--- config.mk ---
export PLATFORM = sky130hd
export DESIGN_NAME = bob_drain
export DESIGN_NICKNAME = d
export VERILOG_FILES = /design/src/rtl/bob_drain_pkg.sv /design/src/rtl/bob_drain_ptr.sv /design/src/rtl/bob_drain.sv
export SDC_FILE = /design/constraint.sdc
export NUM_CORES = 1
export LEC_CHECK = 0
export CAP_MARGIN = 20
export CELL_PAD_IN_SITES_DETAIL_PLACEMENT = 1
export CELL_PAD_IN_SITES_GLOBAL_PLACEMENT = 1
export CORE_ASPECT_RATIO = 1.2
export CORE_UTILIZATION = 30
export CTS_BUF_LIST = sky130_fd_sc_hd__clkbuf_8 sky130_fd_sc_hd__clkbuf_16
export DETAILED_ROUTE_END_ITERATION = 6
export MAX_ROUTING_LAYER = met4
export PLACE_DENSITY = 0.83
export SYNTH_ARGS = -nofsm -noshare
export SYNTH_HDL_FRONTEND = slang
export SYNTH_SLANG_ARGS = --single-unit
--- constraint.sdc ---
create_clock -name clk -period 6.95 [get_ports clk]
set_clock_uncertainty 0.2 [all_clocks]
set_input_delay 1.39 -clock clk [delete_from_list [all_inputs] [get_ports clk]]
set_output_delay 1.39 -clock clk [all_outputs]
set_load 0.01 [all_outputs]
--- src/rtl/bob_drain_pkg.sv ---
// Shared BOB geometry, drain FSM state encoding and the circular-index increment helper.
package bob_drain_pkg;

    localparam int BOB_ADDR_WIDTH = 6;
    localparam int BOB_COUNT      = 64;
    localparam int BOB_DATA_WIDTH = 65;

    typedef enum logic [1:0] {
        INIT,
        IDLE,
        LOOKUP,
        PRESENT
    } drain_state_e;

    // Next index in a window of 'count' entries; count need not be a power of two.
    function automatic int unsigned wrap_inc(input int unsigned ptr, input int unsigned count);
        int unsigned nxt;
        nxt = ptr + 32'd1;
        return (nxt >= count) ? 32'd0 : nxt;
    endfunction

endpackage

--- src/rtl/bob_drain_ptr.sv ---
// Wrapping index register: clears to 0, increments modulo COUNT; clear beats increment.
module bob_drain_ptr
    import bob_drain_pkg::*;
#(
    parameter int WIDTH = BOB_ADDR_WIDTH,
    parameter int COUNT = BOB_COUNT
) (
    input  logic             clk,
    input  logic             rst,
    input  logic             clr_i,
    input  logic             inc_i,
    output logic [WIDTH-1:0] ptr_o
);

    logic [WIDTH-1:0] ptr_q;
    logic [WIDTH-1:0] ptr_d;

    always_comb begin
        ptr_d = ptr_q;
        if (clr_i) begin
            ptr_d = '0;
        end else if (inc_i) begin
            ptr_d = WIDTH'(wrap_inc(32'(ptr_q), COUNT));
        end
    end

    always_ff @(posedge clk) begin
        if (rst) begin
            ptr_q <= '0;
        end else begin
            ptr_q <= ptr_d;
        end
    end

    assign ptr_o = ptr_q;

endmodule

--- src/rtl/bob_drain.sv ---
// In-order BOB index allocator and retirement engine: grants head indices, polls the tail
// entry's ready bit, presents its payload on a valid/ready port and clears the ready bit.
module bob_drain
    import bob_drain_pkg::*;
#(
    parameter int ADDR_WIDTH = BOB_ADDR_WIDTH,
    parameter int ADDR_COUNT = BOB_COUNT,
    parameter int DATA_WIDTH = BOB_DATA_WIDTH
) (
    input  logic                  clk,
    input  logic                  rst,
    input  logic                  flush,
    input  logic                  alloc_req,
    output logic                  alloc_gnt,
    output logic [ADDR_WIDTH-1:0] alloc_addr,
    output logic                  rd_clkEn,
    output logic [ADDR_WIDTH-1:0] rd_addr,
    input  logic [DATA_WIDTH-1:0] rd_data,
    input  logic                  rd_ready,
    output logic                  clr_wen,
    output logic [ADDR_WIDTH-1:0] clr_addr,
    output logic                  clr_ready,
    output logic                  out_valid,
    input  logic                  out_ready,
    output logic [DATA_WIDTH-1:0] out_data,
    output logic [ADDR_WIDTH-1:0] out_addr,
    output logic [ADDR_WIDTH:0]   count,
    output logic                  empty,
    output logic                  full
);

    localparam logic [ADDR_WIDTH:0]   CNT_FULL  = (ADDR_WIDTH+1)'(ADDR_COUNT);
    localparam logic [ADDR_WIDTH:0]   CNT_ONE   = (ADDR_WIDTH+1)'(1);
    localparam logic [ADDR_WIDTH-1:0] INIT_LAST = ADDR_WIDTH'(ADDR_COUNT - 1);
    localparam logic [ADDR_WIDTH-1:0] INIT_ONE  = ADDR_WIDTH'(1);

    drain_state_e          state_q;
    logic [ADDR_WIDTH-1:0] init_cnt_q;
    logic [ADDR_WIDTH:0]   count_q;
    logic [ADDR_WIDTH:0]   count_d;
    logic                  out_valid_q;
    logic [DATA_WIDTH-1:0] out_data_q;
    logic [ADDR_WIDTH-1:0] out_addr_q;
    logic [ADDR_WIDTH-1:0] head;
    logic [ADDR_WIDTH-1:0] tail;
    logic [ADDR_WIDTH-1:0] tail_nxt;
    logic                  grant;
    logic                  retire;

    // Grant uses only the registered count, so a same-cycle retire never frees a slot early.
    assign grant    = alloc_req && !full && (state_q != INIT) && !flush;
    assign retire   = (state_q == PRESENT) && out_valid_q && out_ready;
    assign tail_nxt = ADDR_WIDTH'(wrap_inc(32'(tail), ADDR_COUNT));

    bob_drain_ptr #(
        .WIDTH (ADDR_WIDTH),
        .COUNT (ADDR_COUNT)
    ) u_head (
        .clk   (clk),
        .rst   (rst),
        .clr_i (flush),
        .inc_i (grant),
        .ptr_o (head)
    );

    bob_drain_ptr #(
        .WIDTH (ADDR_WIDTH),
        .COUNT (ADDR_COUNT)
    ) u_tail (
        .clk   (clk),
        .rst   (rst),
        .clr_i (flush),
        .inc_i (retire),
        .ptr_o (tail)
    );

    always_comb begin
        count_d = count_q;
        if (grant && !retire) begin
            count_d = count_q + CNT_ONE;
        end else if (retire && !grant) begin
            count_d = count_q - CNT_ONE;
        end
    end

    // Storage and ready-store control; a retiring PRESENT cycle chains straight into the next read.
    always_comb begin
        rd_clkEn = 1'b0;
        rd_addr  = tail;
        clr_wen  = 1'b0;
        clr_addr = tail;
        if (!rst) begin
            case (state_q)
                INIT: begin
                    clr_wen  = 1'b1;
                    clr_addr = init_cnt_q;
                end
                IDLE:    rd_clkEn = (count_q != '0);
                LOOKUP:  clr_wen  = rd_ready;
                PRESENT: begin
                    if (retire && (count_d != '0)) begin
                        rd_clkEn = 1'b1;
                        rd_addr  = tail_nxt;
                    end
                end
                default: ;
            endcase
        end
    end

    always_ff @(posedge clk) begin
        if (rst) begin
            state_q     <= INIT;
            init_cnt_q  <= '0;
            count_q     <= '0;
            out_valid_q <= 1'b0;
            out_data_q  <= '0;
            out_addr_q  <= '0;
        end else if (flush) begin
            state_q     <= INIT;
            init_cnt_q  <= '0;
            count_q     <= '0;
            out_valid_q <= 1'b0;
        end else begin
            count_q <= count_d;
            case (state_q)
                INIT: begin
                    init_cnt_q <= init_cnt_q + INIT_ONE;
                    if (init_cnt_q == INIT_LAST) begin
                        init_cnt_q <= '0;
                        state_q    <= IDLE;
                    end
                end
                IDLE: begin
                    if (count_q != '0) begin
                        state_q <= LOOKUP;
                    end
                end
                LOOKUP: begin
                    if (rd_ready) begin
                        out_data_q  <= rd_data;
                        out_addr_q  <= tail;
                        out_valid_q <= 1'b1;
                        state_q     <= PRESENT;
                    end
                end
                PRESENT: begin
                    if (retire) begin
                        out_valid_q <= 1'b0;
                        state_q     <= (count_d != '0) ? LOOKUP : IDLE;
                    end
                end
                default: state_q <= INIT;
            endcase
        end
    end

    assign alloc_gnt  = grant;
    assign alloc_addr = head;
    assign clr_ready  = 1'b0;
    assign out_valid  = out_valid_q;
    assign out_data   = out_data_q;
    assign out_addr   = out_addr_q;
    assign count      = count_q;
    assign empty      = (count_q == '0);
    assign full       = (count_q == CNT_FULL);

endmodule

# Word-level counts from Yosys, hierarchy flattened
# Cells that the tools add are included.
# Widths: inputs -> output; s select.
[totals] regBits=99 output_inout_bits=103
[op_classes] addsub=5 n_lt_le_gt_ge=2 eq_ne=9 mux=24 bitwise_logic=1 reduce_logical=22
[ops] cell="$mux 6" n=8
[ops] cell="$add 6x1->7 const B" n=2
[ops] cell="$ge 7x7->1 const B" n=2
[ops] cell="$mux 7" n=2
[ops] cell="$reduce_bool 7->1" n=2
[ops] cell="$mux 2" n=5
[ops] cell="$logic_and 1x1->1" n=8
[ops] cell="$ne 2x2->1 const B" n=4
[ops] cell="$pmux 2 s4" n=1
[ops] cell="$add 7x1->7 const B" n=1
[ops] cell="$eq 7x7->1 const B" n=1
[ops] cell="$logic_not 7->1" n=1
[ops] cell="$sub 7x1->7 const B" n=1
[ops] cell="$add 6x1->6 const B" n=1
[ops] cell="$eq 6x6->1 const B" n=1
[ops] cell="$pmux 1 s2" n=3
[ops] cell="$reduce_and 3->1" n=2
[ops] cell="$mux 1" n=5
[ops] cell="$eq 2x2->1 const B" n=2
[ops] cell="$logic_not 1->1" n=4
[ops] cell="$reduce_and 4->1" n=1
[ops] cell="$reduce_bool 2->1" n=2
[ops] cell="$eq 2x1->1 const B" n=1
[ops] cell="$logic_not 2->1" n=1
[ops] cell="other kinds (2)" n=2

# Depth between registers and ports, before layout
[logic_depth] depth_word=14 ltp_mapped=9 ltp_nobuf=9

# Modules after synthesis
# A second synthesis with hierarchy kept.
[unflattened] cells_unflattened=553 area_unflattened_um2=4280.4
[by_module_without_submodules] mod="bob_drain" instances=1 cells_per_inst=489 area_per_inst_um2=3717.3 seq_area_each_um2=1741.7
[by_module_without_submodules] mod="bob_drain_ptr" instances=2 cells_per_inst=32 area_per_inst_um2=281.5 seq_area_each_um2=120.1

# Worst setup path before layout
# OpenSTA, ideal clock, no wires.
[synth_timing] path_kind="input-to-output" startpoint="input port alloc_req" endpoint="output port rd_addr[1]" arrival_time_ns=3.123 setup_slack_ns=2.237 cell_stages=7 n_path_buf=0 path_cell_list="nor2b_1 > nand2_2 > or3_1 > a21oi_2 > o22ai_4 > o31ai_4 > mux2_1"
[synth_between] elab_chain_cells=12 elab_cells_between_ends=13 classes_between="mux (5); reduce/logical (8)"
[synth_lines] element="start: declaration" line="bob_drain.sv:13" source="input logic alloc_req,"
[synth_lines] element="$logic_and 1x1->1 (*) (3 in a row)" line="bob_drain.sv:51" source="assign grant = alloc_req && !full && (state_q != INIT) && !flush;"
[synth_lines] element="$logic_not 1->1" line="bob_drain.sv:81" source="end else if (retire && !grant) begin"
[synth_lines] element="$logic_and 1x1->1" line="bob_drain.sv:81"
[synth_lines] element="$mux 7" line="bob_drain.sv:81"
[synth_lines] element="$mux 7 (*)" line="bob_drain.sv:79" source="if (grant && !retire) begin"
[synth_lines] element="$reduce_bool 7->1 (*)" line="bob_drain.sv:101" source="if (retire && (count_d != '0)) begin"
[synth_lines] element="$logic_and 1x1->1 (*)" line="bob_drain.sv:101"
[synth_lines] element="$mux 6 (*)" line="bob_drain.sv:101"
[synth_lines] element="$mux 6 (*)" line="bob_drain.sv:93" source="case (state_q)"
[synth_lines] element="$mux 6 (*)" line="bob_drain.sv:92" source="if (!rst) begin"
[synth_lines] element="end: declaration" line="bob_drain.sv:17" source="output logic [ADDR_WIDTH-1:0] rd_addr,"
# Mark *: on every way between the ends. The rest lies on a longest branch, timed or not.

# Final worst setup path
[layout_timing] startpoint="input port out_ready" endpoint="output port rd_addr[1]"
[layout_between] elab_chain_cells=9 elab_cells_between_ends=11 classes_between="mux (5); reduce/logical (6)"
[layout_lines] element="start: declaration" line="bob_drain.sv:24" source="input logic out_ready,"
[layout_lines] element="$logic_and 1x1->1 (*)" line="bob_drain.sv:52" source="assign retire = (state_q == PRESENT) && out_valid_q && out_ready;"
[layout_lines] element="$logic_and 1x1->1 or $logic_not 1->1 (tied branches)" line="bob_drain.sv:81, bob_drain.sv:79"
[layout_lines] element="$mux 7 or $logic_and 1x1->1 (tied branches)" line="bob_drain.sv:81, bob_drain.sv:79"
[layout_lines] element="$mux 7" line="bob_drain.sv:79"
[layout_lines] element="$reduce_bool 7->1" line="bob_drain.sv:101"
[layout_lines] element="$logic_and 1x1->1 (*)" line="bob_drain.sv:101"
[layout_lines] element="$mux 6 (*)" line="bob_drain.sv:101"
[layout_lines] element="$mux 6 (*)" line="bob_drain.sv:93"
[layout_lines] element="$mux 6 (*)" line="bob_drain.sv:92"
# Marks and branches as above.

==> flow_summary.toml <==
[clock_tree]
cts_max_level = 3
cts.clk_slew.worst_paths_ps = 60
clkSinkCount = 99
cts_tree = "done"
cts_hold_buffers = 0
post_cts_buffers = 0
clk_latency_ps = 350
cts_resized = 0
numCtsBuffers = 9
root_buffer = "clkbuf_16"
clock_path_buffers = 2

[hold_path]
hp-start = "out_data[40]"
min_path_type = "reg2reg"
hold_depth = 2
min_to = "out_data[40]"

[floorplanning]
die_w_um = 110.5
design.core.area_um2 = 13820
die_h_um = 132.2
initial_utilization_pct = 30.67
fp.dieArea_um2 = 14610
rows = 47
io-pin-count = 174

[timing]
slew_viol_final = 0
tightest_slew_ps = 791.4
hold-worst-slack_ps = 254.3
fmax_ghz = 0.1649
min_period_ps = 6065
setup_viol_count_final = 0
hold_violations = 0
post-route-period-util_pct = 87.26
rsz0062_at_grt = "false"
finalSetupTns_ps = 0
slew_headroom_pct = 47.24

[synth]
synth_edf_count = 0
ys.warnings.count = 0
yosys.area.top_type = "dfxtp_1"
ys.flop_type = "dfxtp_1"
seq_area_frac_synth_pct = 46.75
synthArstFlopShare_pct = 0
synth_area_leaders = "dfxtp_1 (47%), nand2_1 (15%), a21oi_1 (10%), clkbuf_1 (2.4%), nor2_1 (2.3%)"
syn-num-nets = 610
synthCells = 534
synth_top_cell_area_share_pct = 46.75
yosys.cell_types.count = 55
avgSynthCellArea_um2 = 7.938
synth_area_um2 = 4239
ys_ff_latch = 99

[status]
status = "finished, final reports clean"

[cells_and_area]
diodes = 0
regArea_um2 = 1982
fin_area_um2 = 6350
fill_cells = 1640
drive_above_1_share_pct = 6.368
finish.utilization_pct = 45.95
synthToLayoutAreaGrowth_pct = 49.79
multi_input_area_um2 = 2086
nets = 763
stdcell_count = 862

[power]
p_leak_uw = 0.002090
netSwitchingPower_uw = 243.9
clkPwrFrac_pct = 44.5
p_int_uw = 883.9
powerDensity_nw_per_um2 = 177.6
swShare_pct = 21.63
pwr-share-comb_pct = 5.1
peakVddDrop_uv = 93.23
power_frac_seq_pct = 50.4

[placed_design]
gp_routability_congestion = 0.8769
place_area_um2 = 6060
dp_cells = 847
io_buffers = 172
hpwl_mm = 10.27

[global_routing]
grt_overflow = 0
grt_use_total_pct = 19.99
grt_pass1_vias = 4648
antenna_found_initial = 0
grt_max_degree = 72
grt_pass1_wl_mm = 22.73

[setup_path]
reg2reg_setup_slack_ps = 4280
required_ps = 5360
r2r_start = "state_q[1]"
worstSetupPathType = "in2out"
worstPathMaxFanout = 14
max_stage_delay_ps = 530
critPathSlowestCell = "and4_1"
crit_buf_inv = 2
cp.arrival_ps = 4470
endpoint_kind = "primary output"
crit_path_frequent_cell = "clkdlybuf4s50_1"
start_kind = "input port"
path_cells = "clkdlybuf4s50_1 -> and4_1 -> nand3_1 -> o211a_1 -> a311oi_2 -> o221ai_2 -> o31ai_4 -> mux2_1 -> clkdlybuf4s50_1"
cp_top_family = "compound AO/OA/AOI/OAI gates"
r2r-end = "state_q[1]"
rr_worst_depth = 7

[route]
routedWlPerCell_um = 16.35
drt-pass1-iter-count = 4
route.detailed.vias_per_inst = 5.009
drt_iter0_drc = 148
num_vias = 4318
drc = 0
wirelength_mm = 14.10
ant_nets = 0

[flow_run]
maxCapViolations = 0
layout by cell type, fill, tap and decap left out, types with 2 or more instances in the layout:
master,n
clkdlybuf4s50_1,171
nand2_1,169
dfxtp_1,99
a21oi_1,85
nor2_1,25
nor3_1,11
o21ai_0,9
clkbuf_16,9
inv_1,7
nand4_1,7
xor2_1,7
nand3_1,6
xnor2_1,5
mux2_2,5
ha_1,5
or2_2,4
and3_1,4
or3_1,4
o31ai_1,4
buf_4,4
clkinv_4,2
nor2b_1,2
nor2_4,2
o22ai_1,2
a31oi_1,2
o21ai_1,2
nand2b_1,2
nor3_2,2
o211a_1,2
and2_1,2
mux2_1,2
a211oi_1,2
inv_6,2
per-layer routing:
metal	global-route usage (%)	vias up	part of all wire [%]
met3	4.414	26	5.0
met4	9.037	0	2.4
li1	-	2095	-
met1	20.47	2073	40
met2	36.20	124	53
met5	-	-	0
synth_stat cells (all sizes together), types with 2 or more instances:
cell,instances
a211oi,2
clkbuf,27
nand3,7
xnor2,5
nand2,170
nand2b,2
o21ai,11
and2,2
inv,6
o22ai,3
nor2b,2
o211a,2
buf,7
a21oi,86
xor2,8
and3,4
nor2,27
a31oi,2
mux2,7
nand4,8
or2,5
or3,4
ha,5
o31ai,5
nor3,13
dfxtp,99
how the worst max path moves through the flow:
stage / from / to / cells past startpoint
after global placement: out_ready / rd_addr[1] / 9
after CTS: out_ready / rd_addr[1] / 9
final: out_ready / rd_addr[1] / 9
after detailed placement: out_ready / rd_addr[1] / 9
after floorplan: alloc_req / rd_addr[1] / 7
after global routing: out_ready / rd_addr[1] / 9
layout make-up:
class	instances	share of cell area [%]
clock buffers	9	3.547
clock inverters	6	1.025
inverters	7	0.4926
multi-input cells	394	32.85
flip-flops and latches	99	31.21
well taps	171	3.369
repair buffers	176	27.51
cell families (layout without fill, tap and decap cells):
logic type	after synthesis	in the layout	share of synthesized area [%]
AO/OA/AOI/OAI	120	120	16.85
XOR/XNOR	13	13	2.863
adder cells (fa/ha/maj)	5	5	1.476
buffers and inverters	41	198	4.221
flip-flops	99	99	46.75
multiplexers	8	8	2.096
other	1	1	0.08846
AND/OR/NAND/NOR	247	247	25.65
power groups by stage:
stage               clock network [µW]  registers, µW  logic (µW)
finish                             502            568        58.0
detailed placement                   0            581        58.4
global route                       537            568        62.0
floorplan                            0            581        13.2
CTS                                517            568        58.6
global placement                     0            581        56.6
per-stage QoR:
step	setup WS [ps]	total power [µW]
2_1_floorplan	2237	594.3
3_3_place_gp	931.0	637.8
3_5_place_dp	896.8	639.6
4_1_cts	880.3	1143
5_1_grt	747.2	1167
6_report	885.3	1128
state kept, by name (all words and copies together), names as in the netlist:
signal / cells
u_tail.ptr_o: 6
u_head.ptr_o: 6
init_cnt_q: 6
out_valid: 1
state_q: 2
out_addr: 6
count: 7
out_data: 65
worst min-delay path, delay by kind of cell (launching register included):
family          cells  cell delay (ps)
compound gates      1               50
flops               1              310
simple gates        1               50
Power figures use the tool's default switching activity.
